--- config.mk ---
export PLATFORM = sky130hd
export DESIGN_NAME = uart_periph
export DESIGN_NICKNAME = d
export VERILOG_FILES = /design/src/rtl/uart_periph.sv
export SDC_FILE = /design/constraint.sdc
export NUM_CORES = 1
export LEC_CHECK = 0
export BUFFER_PORTS_ARGS = -buffer_cell sky130_fd_sc_hd__buf_2
export CAP_MARGIN = 20
export CELL_PAD_IN_SITES_DETAIL_PLACEMENT = 0
export CELL_PAD_IN_SITES_GLOBAL_PLACEMENT = 1
export CORE_MARGIN = 2
export CORE_UTILIZATION = 51
export DETAILED_ROUTE_END_ITERATION = 8
export PLACE_DENSITY_LB_ADDON = 0.1
export SKIP_CTS_REPAIR_TIMING = 1
export SLEW_MARGIN = 40
export SYNTH_ARGS = -nofsm -noshare
export SYNTH_HDL_FRONTEND = slang
export SYNTH_SLANG_ARGS = --single-unit
export TNS_END_PERCENT = 20
--- constraint.sdc ---
create_clock -name sys_clk -period 7.9 [get_ports sys_clk]
set_clock_uncertainty 0.1 [all_clocks]
set_input_delay 0.79 -clock sys_clk [delete_from_list [all_inputs] [get_ports sys_clk]]
set_output_delay 0.79 -clock sys_clk [all_outputs]
set_load 0.01 [all_outputs]
--- src/rtl/uart_periph.sv ---
// UART peripheral for the peripheral memory bus: TX/RX FIFOs, programmable
// baud divisor, sticky error flags and an RX-available interrupt.
module uart_periph #(
  parameter logic [30:0] BASE_ADDR   = 31'h0000_1000,
  parameter int unsigned TX_DEPTH    = 8,
  parameter int unsigned RX_DEPTH    = 4,
  parameter logic [15:0] DEFAULT_DIV = 16'd543
) (
  input  logic        sys_clk,
  input  logic        rst_n,
  input  logic        bus_valid,
  input  logic [30:0] bus_addr,
  input  logic        bus_write,
  input  logic [31:0] bus_wdata,
  input  logic [3:0]  bus_wstrb,
  output logic [31:0] bus_rdata,
  output logic        bus_ready,
  input  logic        uart_rx,
  output logic        uart_tx,
  output logic        irq
);

  localparam int unsigned TXAW = $clog2(TX_DEPTH);
  localparam int unsigned RXAW = $clog2(RX_DEPTH);

  typedef enum logic [1:0] {TX_IDLE, TX_START, TX_DATA, TX_STOP} tx_state_t;
  typedef enum logic [2:0] {RX_IDLE, RX_START, RX_DATA, RX_STOP, RX_WAIT} rx_state_t;

  // ---------------- bus interface ----------------
  logic        sel;
  logic [1:0]  req_off;
  logic        req_write;
  logic [15:0] req_wdata;
  logic [1:0]  req_wstrb;
  logic        unused_ok;

  assign sel = bus_valid & (bus_addr[30:12] == BASE_ADDR[30:12]) & ~bus_ready;
  assign unused_ok = &{1'b0, bus_addr[11:4], bus_addr[1:0], bus_wdata[31:16], bus_wstrb[3:2]};

  always_ff @(posedge sys_clk or negedge rst_n) begin
    if (!rst_n) begin
      bus_ready <= 1'b0;
      req_off   <= '0;
      req_write <= 1'b0;
      req_wdata <= '0;
      req_wstrb <= '0;
    end else begin
      bus_ready <= sel;
      if (sel) begin
        req_off   <= bus_addr[3:2];
        req_write <= bus_write;
        req_wdata <= bus_wdata[15:0];
        req_wstrb <= bus_wstrb[1:0];
      end
    end
  end

  logic wr_tx, rd_rx, wr_st, wr_div;
  assign wr_tx  = bus_ready &  req_write & (req_off == 2'd0) & req_wstrb[0];
  assign rd_rx  = bus_ready & ~req_write & (req_off == 2'd1);
  assign wr_st  = bus_ready &  req_write & (req_off == 2'd2) & req_wstrb[0];
  assign wr_div = bus_ready &  req_write & (req_off == 2'd3);

  // ---------------- divisor ----------------
  logic [15:0] div, div_new;
  assign div_new = {req_wstrb[1] ? req_wdata[15:8] : div[15:8],
                    req_wstrb[0] ? req_wdata[7:0]  : div[7:0]};

  always_ff @(posedge sys_clk or negedge rst_n) begin
    if (!rst_n)      div <= DEFAULT_DIV;
    else if (wr_div) div <= (div_new < 16'd4) ? 16'd4 : div_new;
  end

  // ---------------- TX FIFO ----------------
  logic [7:0]    tx_mem [TX_DEPTH];
  logic [TXAW:0] tx_wp, tx_rp;
  logic          tx_empty, tx_full, tx_pop, tx_push, tx_ovf_set;
  tx_state_t     tx_state;

  assign tx_empty   = (tx_wp == tx_rp);
  assign tx_full    = (tx_wp[TXAW] != tx_rp[TXAW]) && (tx_wp[TXAW-1:0] == tx_rp[TXAW-1:0]);
  assign tx_pop     = (tx_state == TX_IDLE) & ~tx_empty;
  assign tx_push    = wr_tx & (~tx_full | tx_pop);
  assign tx_ovf_set = wr_tx & tx_full & ~tx_pop;

  always_ff @(posedge sys_clk) begin
    if (tx_push) tx_mem[tx_wp[TXAW-1:0]] <= req_wdata[7:0];
  end

  always_ff @(posedge sys_clk or negedge rst_n) begin
    if (!rst_n) begin
      tx_wp <= '0;
      tx_rp <= '0;
    end else begin
      if (tx_push) tx_wp <= tx_wp + 1'b1;
      if (tx_pop)  tx_rp <= tx_rp + 1'b1;
    end
  end

  // ---------------- TX shifter ----------------
  logic [15:0] tx_cnt;
  logic [2:0]  tx_bit;
  logic [7:0]  tx_sh;

  always_ff @(posedge sys_clk or negedge rst_n) begin
    if (!rst_n) begin
      tx_state <= TX_IDLE;
      uart_tx  <= 1'b1;
      tx_cnt   <= '0;
      tx_bit   <= '0;
      tx_sh    <= '0;
    end else begin
      case (tx_state)
        TX_IDLE: begin
          uart_tx <= 1'b1;
          if (!tx_empty) begin
            tx_sh    <= tx_mem[tx_rp[TXAW-1:0]];
            uart_tx  <= 1'b0;
            tx_cnt   <= div - 16'd1;
            tx_state <= TX_START;
          end
        end
        TX_START: begin
          if (tx_cnt == '0) begin
            uart_tx  <= tx_sh[0];
            tx_sh    <= {1'b0, tx_sh[7:1]};
            tx_bit   <= '0;
            tx_cnt   <= div - 16'd1;
            tx_state <= TX_DATA;
          end else tx_cnt <= tx_cnt - 16'd1;
        end
        TX_DATA: begin
          if (tx_cnt == '0) begin
            tx_cnt <= div - 16'd1;
            if (tx_bit == 3'd7) begin
              uart_tx  <= 1'b1;
              tx_state <= TX_STOP;
            end else begin
              uart_tx <= tx_sh[0];
              tx_sh   <= {1'b0, tx_sh[7:1]};
              tx_bit  <= tx_bit + 3'd1;
            end
          end else tx_cnt <= tx_cnt - 16'd1;
        end
        default: begin
          if (tx_cnt == '0) tx_state <= TX_IDLE;
          else              tx_cnt   <= tx_cnt - 16'd1;
        end
      endcase
    end
  end

  // ---------------- RX receiver ----------------
  logic        rx_meta, rx_sync, rx_prev;
  rx_state_t   rx_state;
  logic [15:0] rx_cnt;
  logic [2:0]  rx_bit;
  logic [7:0]  rx_sh;
  logic        rx_done, rx_ferr;

  assign rx_done = (rx_state == RX_STOP) & (rx_cnt == '0) &  rx_sync;
  assign rx_ferr = (rx_state == RX_STOP) & (rx_cnt == '0) & ~rx_sync;

  always_ff @(posedge sys_clk or negedge rst_n) begin
    if (!rst_n) begin
      rx_meta  <= 1'b1;
      rx_sync  <= 1'b1;
      rx_prev  <= 1'b1;
      rx_state <= RX_IDLE;
      rx_cnt   <= '0;
      rx_bit   <= '0;
      rx_sh    <= '0;
    end else begin
      rx_meta <= uart_rx;
      rx_sync <= rx_meta;
      rx_prev <= rx_sync;
      case (rx_state)
        RX_IDLE: begin
          if (rx_prev & ~rx_sync) begin
            rx_cnt   <= {1'b0, div[15:1]} - 16'd1;
            rx_state <= RX_START;
          end
        end
        RX_START: begin
          if (rx_cnt == '0) begin
            if (rx_sync) rx_state <= RX_IDLE;
            else begin
              rx_cnt   <= div - 16'd1;
              rx_bit   <= '0;
              rx_state <= RX_DATA;
            end
          end else rx_cnt <= rx_cnt - 16'd1;
        end
        RX_DATA: begin
          if (rx_cnt == '0) begin
            rx_sh  <= {rx_sync, rx_sh[7:1]};
            rx_cnt <= div - 16'd1;
            if (rx_bit == 3'd7) rx_state <= RX_STOP;
            else                rx_bit   <= rx_bit + 3'd1;
          end else rx_cnt <= rx_cnt - 16'd1;
        end
        RX_STOP: begin
          if (rx_cnt == '0) rx_state <= rx_sync ? RX_IDLE : RX_WAIT;
          else              rx_cnt   <= rx_cnt - 16'd1;
        end
        default: if (rx_sync) rx_state <= RX_IDLE;
      endcase
    end
  end

  // ---------------- RX FIFO ----------------
  logic [7:0]    rx_mem [RX_DEPTH];
  logic [RXAW:0] rx_wp, rx_rp, rx_wp_nxt, rx_rp_nxt;
  logic          rx_empty, rx_full, rx_pop, rx_push, rx_ovr_set;

  assign rx_empty   = (rx_wp == rx_rp);
  assign rx_full    = (rx_wp[RXAW] != rx_rp[RXAW]) && (rx_wp[RXAW-1:0] == rx_rp[RXAW-1:0]);
  assign rx_pop     = rd_rx & ~rx_empty;
  assign rx_push    = rx_done & (~rx_full | rx_pop);
  assign rx_ovr_set = rx_done & rx_full & ~rx_pop;
  assign rx_wp_nxt  = rx_wp + {{RXAW{1'b0}}, rx_push};
  assign rx_rp_nxt  = rx_rp + {{RXAW{1'b0}}, rx_pop};

  always_ff @(posedge sys_clk) begin
    if (rx_push) rx_mem[rx_wp[RXAW-1:0]] <= rx_sh;
  end

  // irq tracks the post-update occupancy so it drops right after the last pop
  always_ff @(posedge sys_clk or negedge rst_n) begin
    if (!rst_n) begin
      rx_wp <= '0;
      rx_rp <= '0;
      irq   <= 1'b0;
    end else begin
      rx_wp <= rx_wp_nxt;
      rx_rp <= rx_rp_nxt;
      irq   <= (rx_wp_nxt != rx_rp_nxt);
    end
  end

  // ---------------- sticky flags ----------------
  logic tx_ovf, rx_ovr, frame_err;

  always_ff @(posedge sys_clk or negedge rst_n) begin
    if (!rst_n) begin
      tx_ovf    <= 1'b0;
      rx_ovr    <= 1'b0;
      frame_err <= 1'b0;
    end else begin
      tx_ovf    <= (tx_ovf    & ~(wr_st & req_wdata[3])) | tx_ovf_set;
      rx_ovr    <= (rx_ovr    & ~(wr_st & req_wdata[4])) | rx_ovr_set;
      frame_err <= (frame_err & ~(wr_st & req_wdata[5])) | rx_ferr;
    end
  end

  // ---------------- read mux ----------------
  logic tx_idle;
  assign tx_idle = tx_empty & (tx_state == TX_IDLE);

  always_comb begin
    bus_rdata = '0;
    if (bus_ready && !req_write) begin
      case (req_off)
        2'd1:    if (!rx_empty) bus_rdata = {1'b1, 23'b0, rx_mem[rx_rp[RXAW-1:0]]};
        2'd2:    bus_rdata = {26'b0, frame_err, rx_ovr, tx_ovf, ~rx_empty, tx_idle, tx_full};
        2'd3:    bus_rdata = {16'b0, div};
        default: bus_rdata = '0;
      endcase
    end
  end

endmodule

-- Word-level counts from Yosys, hierarchy flattened
Memory sizes are Yosys's and may differ from the RTL's.
Index checks and enable logic that the tools add are counted.
Widths: inputs -> output; s select.
- equal/unequal tests: 33
- reductions and logical operators: 25
- add/subtract/negate cells: 10
- muxes and demuxes: 54
- bitwise logic cells: 46
- magnitude comparators: 1
- operators with widths (operator ; count):
    $mux 16 ; 9
    $pmux 32 s3 ; 1
    $mux 32 ; 2
    $pmux 16 s4 ; 1
    $mux 8 ; 6
    $sub 16x1->16 const B ; 3
    $mux 3 ; 14
    $logic_not 16->1 ; 2
    $pmux 16 s2 ; 1
    $and 1x1->1 ; 29
    $ne 2x2->1 const B ; 12
    $pmux 8 s3 ; 1
    $eq 19x1->1 const B ; 1
    $lt 16x3->1 const B ; 1
    $sub 15x1->16 const B ; 1
    $reduce_and 5->1 ; 3
    $mux 2 ; 6
    $not 1->1 ; 12
    $pmux 3 s2 ; 2
    $pmux 3 s4 ; 1
    $add 4x1->4 const B ; 2
    $mux 1 ; 8
    $reduce_and 4->1 ; 2
    $add 3x1->3 ; 2
    other kinds (29) ; 47
- memories: 2
- logic and storage cells: 197
- output and inout bits: 35
- memory bits (writable): 96
- input port bits: 72
- register bits after elaboration: 119
- memory list (memory ; words ; bits a word ; read ports ; clocked after memory_dff ; wr ports ; RTL line ; text):
    tx_mem ; 8 ; 8 ; 1 ; 0 ; 1 ; 75 ; logic [7:0] tx_mem [TX_DEPTH];
    rx_mem ; 4 ; 8 ; 1 ; 0 ; 1 ; 212 ; logic [7:0] rx_mem [RX_DEPTH];

-- Depth between registers and ports, before layout
- depth after elaboration: 8
- mapped depth: 13

-- Worst setup path after synthesis
Ideal clock, no wire load.
- path type: register -> register
- start point: reg tx_wp[0]
- end point: mem tx_mem[4][0] (enable)
- path slack: 4.975 ns
- cell stages (with the launch flop): 8
- library setup time: 0.398 ns
- arrival time: 2.427 ns
- period minus slack after synthesis: 2.925 ns
- cell sequence: dfrtp_1 clkbuf_1 xor2_1 or4_1 nor2_1 or3_1 clkbuf_1 nor4b_1
- longest elaborated chain between the ends: 7
- elaborated cells on any way between the ends: 10
- classes of those cells: eq/ne: 2; mux: 2; bitwise: 5; reduce/logical: 1
- ends and longest elaborated chain (item ; RTL line ; text):
    start, declared ; 76 ; logic [TXAW:0] tx_wp, tx_rp;
    start signal, assigned ; 95 ; if (tx_push) tx_wp <= tx_wp + 1'b1;
    $eq 4x4->1 or $eq 3x3->1 (tied branches) ; 80, 81 ;
    $not 1->1 or $logic_and 1x1->1 (tied branches) ; 82, 81 ;
    $and 1x1->1 or $not 1->1 (tied branches) ; 82, 83 ;
    $or 1x1->1 ; 83 ; assign tx_push = wr_tx & (~tx_full | tx_pop);
    $and 1x1->1 ; 83 ;
    $mux 1 ; 87 ; if (tx_push) tx_mem[tx_wp[TXAW-1:0]] <= req_wdata[7:0];
    $mux 1 (not written as such) ; 87 ;
    end, declared ; 75 ;
Several ways; a longest one is shown, not always the timed one.

-- Worst setup path in the final report
- start point: reg tx_rp[2]
- end point: out bus_rdata[1]
- longest elaborated chain between the ends: 4
- ends and longest elaborated chain (item ; RTL line ; text):
    start, declared ; 76 ;
    start signal, assigned ; 96 ; if (tx_pop) tx_rp <= tx_rp + 1'b1;
    $eq 4x4->1 ; 80 ; assign tx_empty = (tx_wp == tx_rp);
    $and 1x1->1 ; 258 ; assign tx_idle = tx_empty & (tx_state == TX_IDLE);
    $pmux 32 s3 ; 263 ; case (req_off)
    $mux 32 ; 262 ; if (bus_ready && !req_write) begin
    end, declared ; 16 ; output logic [31:0] bus_rdata,
No other way between the ends.

==> impl_metrics.toml <==
[run_status]
status = "complete, no violations"

[drt]
drt-total-wl_um = 24500
dr_wl_met2_um = 12100
firstDrtPassIters = 5
via_per_inst = 5.89
highest_layer = "met4"
vias = 7466
wl_met1_um = 10800
postRouteAntennaNets = 0
drc = 0
avgRoutedWirePerCell_um = 19.3
wl_met3_um = 1010
drtIter0Drc = 479

[synthesis]
ys_seq_elements = 215
synthXorXnorAreaFrac = 0.0343
yosysTopAreaCell = "edfxtp_1"
synth_top_cell_area_share = 0.269
syn_area_mm2 = 0.0107
syn_inst = 932
synthSimpleGateAreaFrac = 0.150
ys_types = 62
synth_top_family_by_area = "simple AND/OR/NAND/NOR gates"
synth_edf_count = 96
muxShareOfSynthArea = 0.114
synth-compound-area-share = 0.0926
ys_warn_count = 0
yosysSeqAreaShare = 0.547
synth.avg_cell_area_um2 = 11.5
synth_ff_type = "dfrtp_1"
synth_area_leaders = "edfxtp_1 (27%), dfrtp_1 (25%), mux2_2 (5.5%), mux4_2 (5.0%), o21ai_0 (3.3%)"
synth_adder_area_share = 0.0233
async_reset_ff_frac = 0.553

[grt]
grtUsageTotal = 0.227
antenna_found_initial = 0
gr-total-overflow = 0
grt_max_degree = 65
grt_pass1_wl_um = 39900
grt_pass1_vias = 7448

[sta]
rsz0062_at_grt = "false"
setup_tns_ns = 0
finalMaxSlewViolations = 0
setup_viol = 0
timing.final.crit_share = 0.505
fin_ws_ns = 3.91
max_slew_margin = 0.503
min_period_ns = 3.99
hold_viol_final = 0
fmax_mhz = 251
tightest_slew_ns = 0.742
worst_hold_slack_ns = 0.129

[die]
core_area_mm2 = 0.0208
dieHeight_um = 149
fp.dieW_um = 149
die-area_mm2 = 0.0222
start_util = 0.515
io_pins = 107
rows = 53

[placement]
portBuffers = 63
dp_hpwl_um = 17200
gp_congestion = 0.847
pre_cts_slack_ns = 4.18

[final_layout]
fin_util = 0.577
area_growth_pct = 12.0
drive_gt1_frac = 0.214
finalNetCount = 1066
fill_cells = 1755
antenna_cells = 0

[clocking]
clockBufferDepth = 3
clock_sinks = 215
cts_inserted_buffers = 24
clkTransAtPathRegs_ns = 0.06
clk-insertion-delay-late_ns = 0.54
cts_tree = "yes"
ctsHtreeMaxLevel = 1
cts_root_buffer = "clkbuf_16"

[critical_path]
worstSetupPathType = "register to output port"
crit_fanout = 11
arrival_ns = 3.10
r2r_cells = 13
cp-end-kind = "output port"
critPathRequiredTime_ns = 7.01
cp-start-kind = "register"

[power_and_ir_drop]
p_leak_nw = 4.94
netSwitchingPower_uw = 744
clockPowerShare = 0.398
pwr_density_cell_mw_per_mm2 = 226
switching_share = 0.274
peakVddDrop_uv = 194
p_int_mw = 1.97
power_mw = 2.72
combPwrFrac = 0.132
sequentialPowerShare = 0.470

[worst_hold_path]
hp-class = "primary input to asynchronous set/reset pin"

[job]
maxCapViolations = 0
layer usage:
metal / track usage / up-vias
met5: 0 / -
met4: 0.0571 / 0
met3: 0.0284 / 41
met2: 0.386 / 180
met1: 0.312 / 3731
li1: - / 3514
power by group through the flow:
| stage | Sequential, mW | Clock, mW | Combinational, mW |
|---|---|---|---|
| 6_report | 1.28 | 1.08 | 0.360 |
| 5_1_grt | 1.28 | 1.15 | 0.407 |
| 4_1_cts | 1.27 | 1.11 | 0.355 |
| 3_5_place_dp | 1.30 | 0 | 0.355 |
| 3_3_place_gp | 1.29 | 0 | 0.342 |
| 2_1_floorplan | 1.27 | 0 | 0.269 |
cell usage in the layout (no fill, tap or decap), types with 11 or more instances in the layout:
cell type    n
a21oi_1     29
xnor2_1     16
buf_4       12
or3_1       11
nor2_1      88
nor4_1      16
xor2_1      26
and2_1      11
nand4_1     12
o21ai_0     71
buf_2       62
edfxtp_1    96
conb_1      15
ha_1        20
nand2_1     60
mux2_2      52
nor3_1      37
clkbuf_16   24
nand3_1     17
inv_1       16
o22ai_1     17
mux4_2      24
dfrtp_1    108
sequential cells by signal (all words and copies together), names as in the netlist, 4 cells and up:
signal and flops:
tx_sh 8, rx_sh 8, rx_mem 32, div 16, tx_cnt 16, tx_rp 4
tx_wp 4, rx_cnt 16, tx_mem 64, req_wdata 16
Yosys cell counts (5+ instances only):
cell      count
o21ai_0      71
dfstp_2      10
nor3b_1      11
xor2_1       26
nor2_1       88
a31oi_1       5
nor4_1       17
mux2_2       52
ha_1         20
nand2b_1      7
nor2b_1      10
buf_2        11
and2_1       11
nor4b_1       6
nand2_1      60
a22o_1        6
inv_1        16
clkbuf_1     46
nor3_1       41
mux4_2       24
edfxtp_1     96
dfrtp_1     109
xnor2_1      16
nand4_1      12
mux2i_1      10
nand3_1      17
or3_1        11
a21oi_1      30
buf_4        15
o22ai_1      17
worst paths after layout:
| check | startpoint | to | slack, ns |
|---|---|---|---|
| min in group sys_clk | uart_rx | rx_meta | 0.25 |
| worst max-delay path | tx_rp[2] | bus_rdata[1] | 3.91 |
| max in group asynchronous | rst_n | tx_cnt[6] | 6.59 |
| worst min-delay path | rst_n | req_wdata[7] | 0.13 |
| worst min register to register | rx_meta | rx_sync | 0.26 |
| worst max register to register | rx_cnt[0] | irq | 4.35 |
area by class of cell:
type / instances / area (um^2) / share of cell area
Multi-Input combinational cell: 641 / 4540 / 0.378
Sequential cell: 215 / 5870 / 0.489
Tap cell: 275 / 344 / 0.0286
Inverter: 16 / 60.1 / 0.00500
Clock inverter: 17 / 164 / 0.0136
Timing Repair Buffer: 76 / 423 / 0.0352
Clock buffer: 27 / 612 / 0.0509
worst max-delay path, cell delays in order (launching register included):
cell and delay (ns):
dfrtp_1 0.72, xor2_1 0.16, nor4b_1 0.67, and2_1 0.47, mux2_2 0.26, a32oi_1 0.05, nor2_1 0.11, buf_2 0.14
cell families (layout without fill, tap and decap cells):
| logic type | count (synthesis) | after routing |
|---|---|---|
| AOI/OAI and AO/OA | 165 | 165 |
| xor gates and xnor gates | 42 | 42 |
| adders and majority gates | 20 | 20 |
| buffers and inverters | 90 | 136 |
| DFF | 215 | 215 |
| muxes | 86 | 86 |
| other | 1 | 15 |
| and+or+nand+nor | 313 | 313 |
per-stage QoR:
step,instance area [um^2],std cells
2_1_floorplan,10800,946
3_3_place_gp,11200,1223
3_5_place_dp,11200,1223
4_1_cts,12000,1267
5_1_grt,12000,1267
6_report,12000,1267
Power figures use the tool's default switching activity.
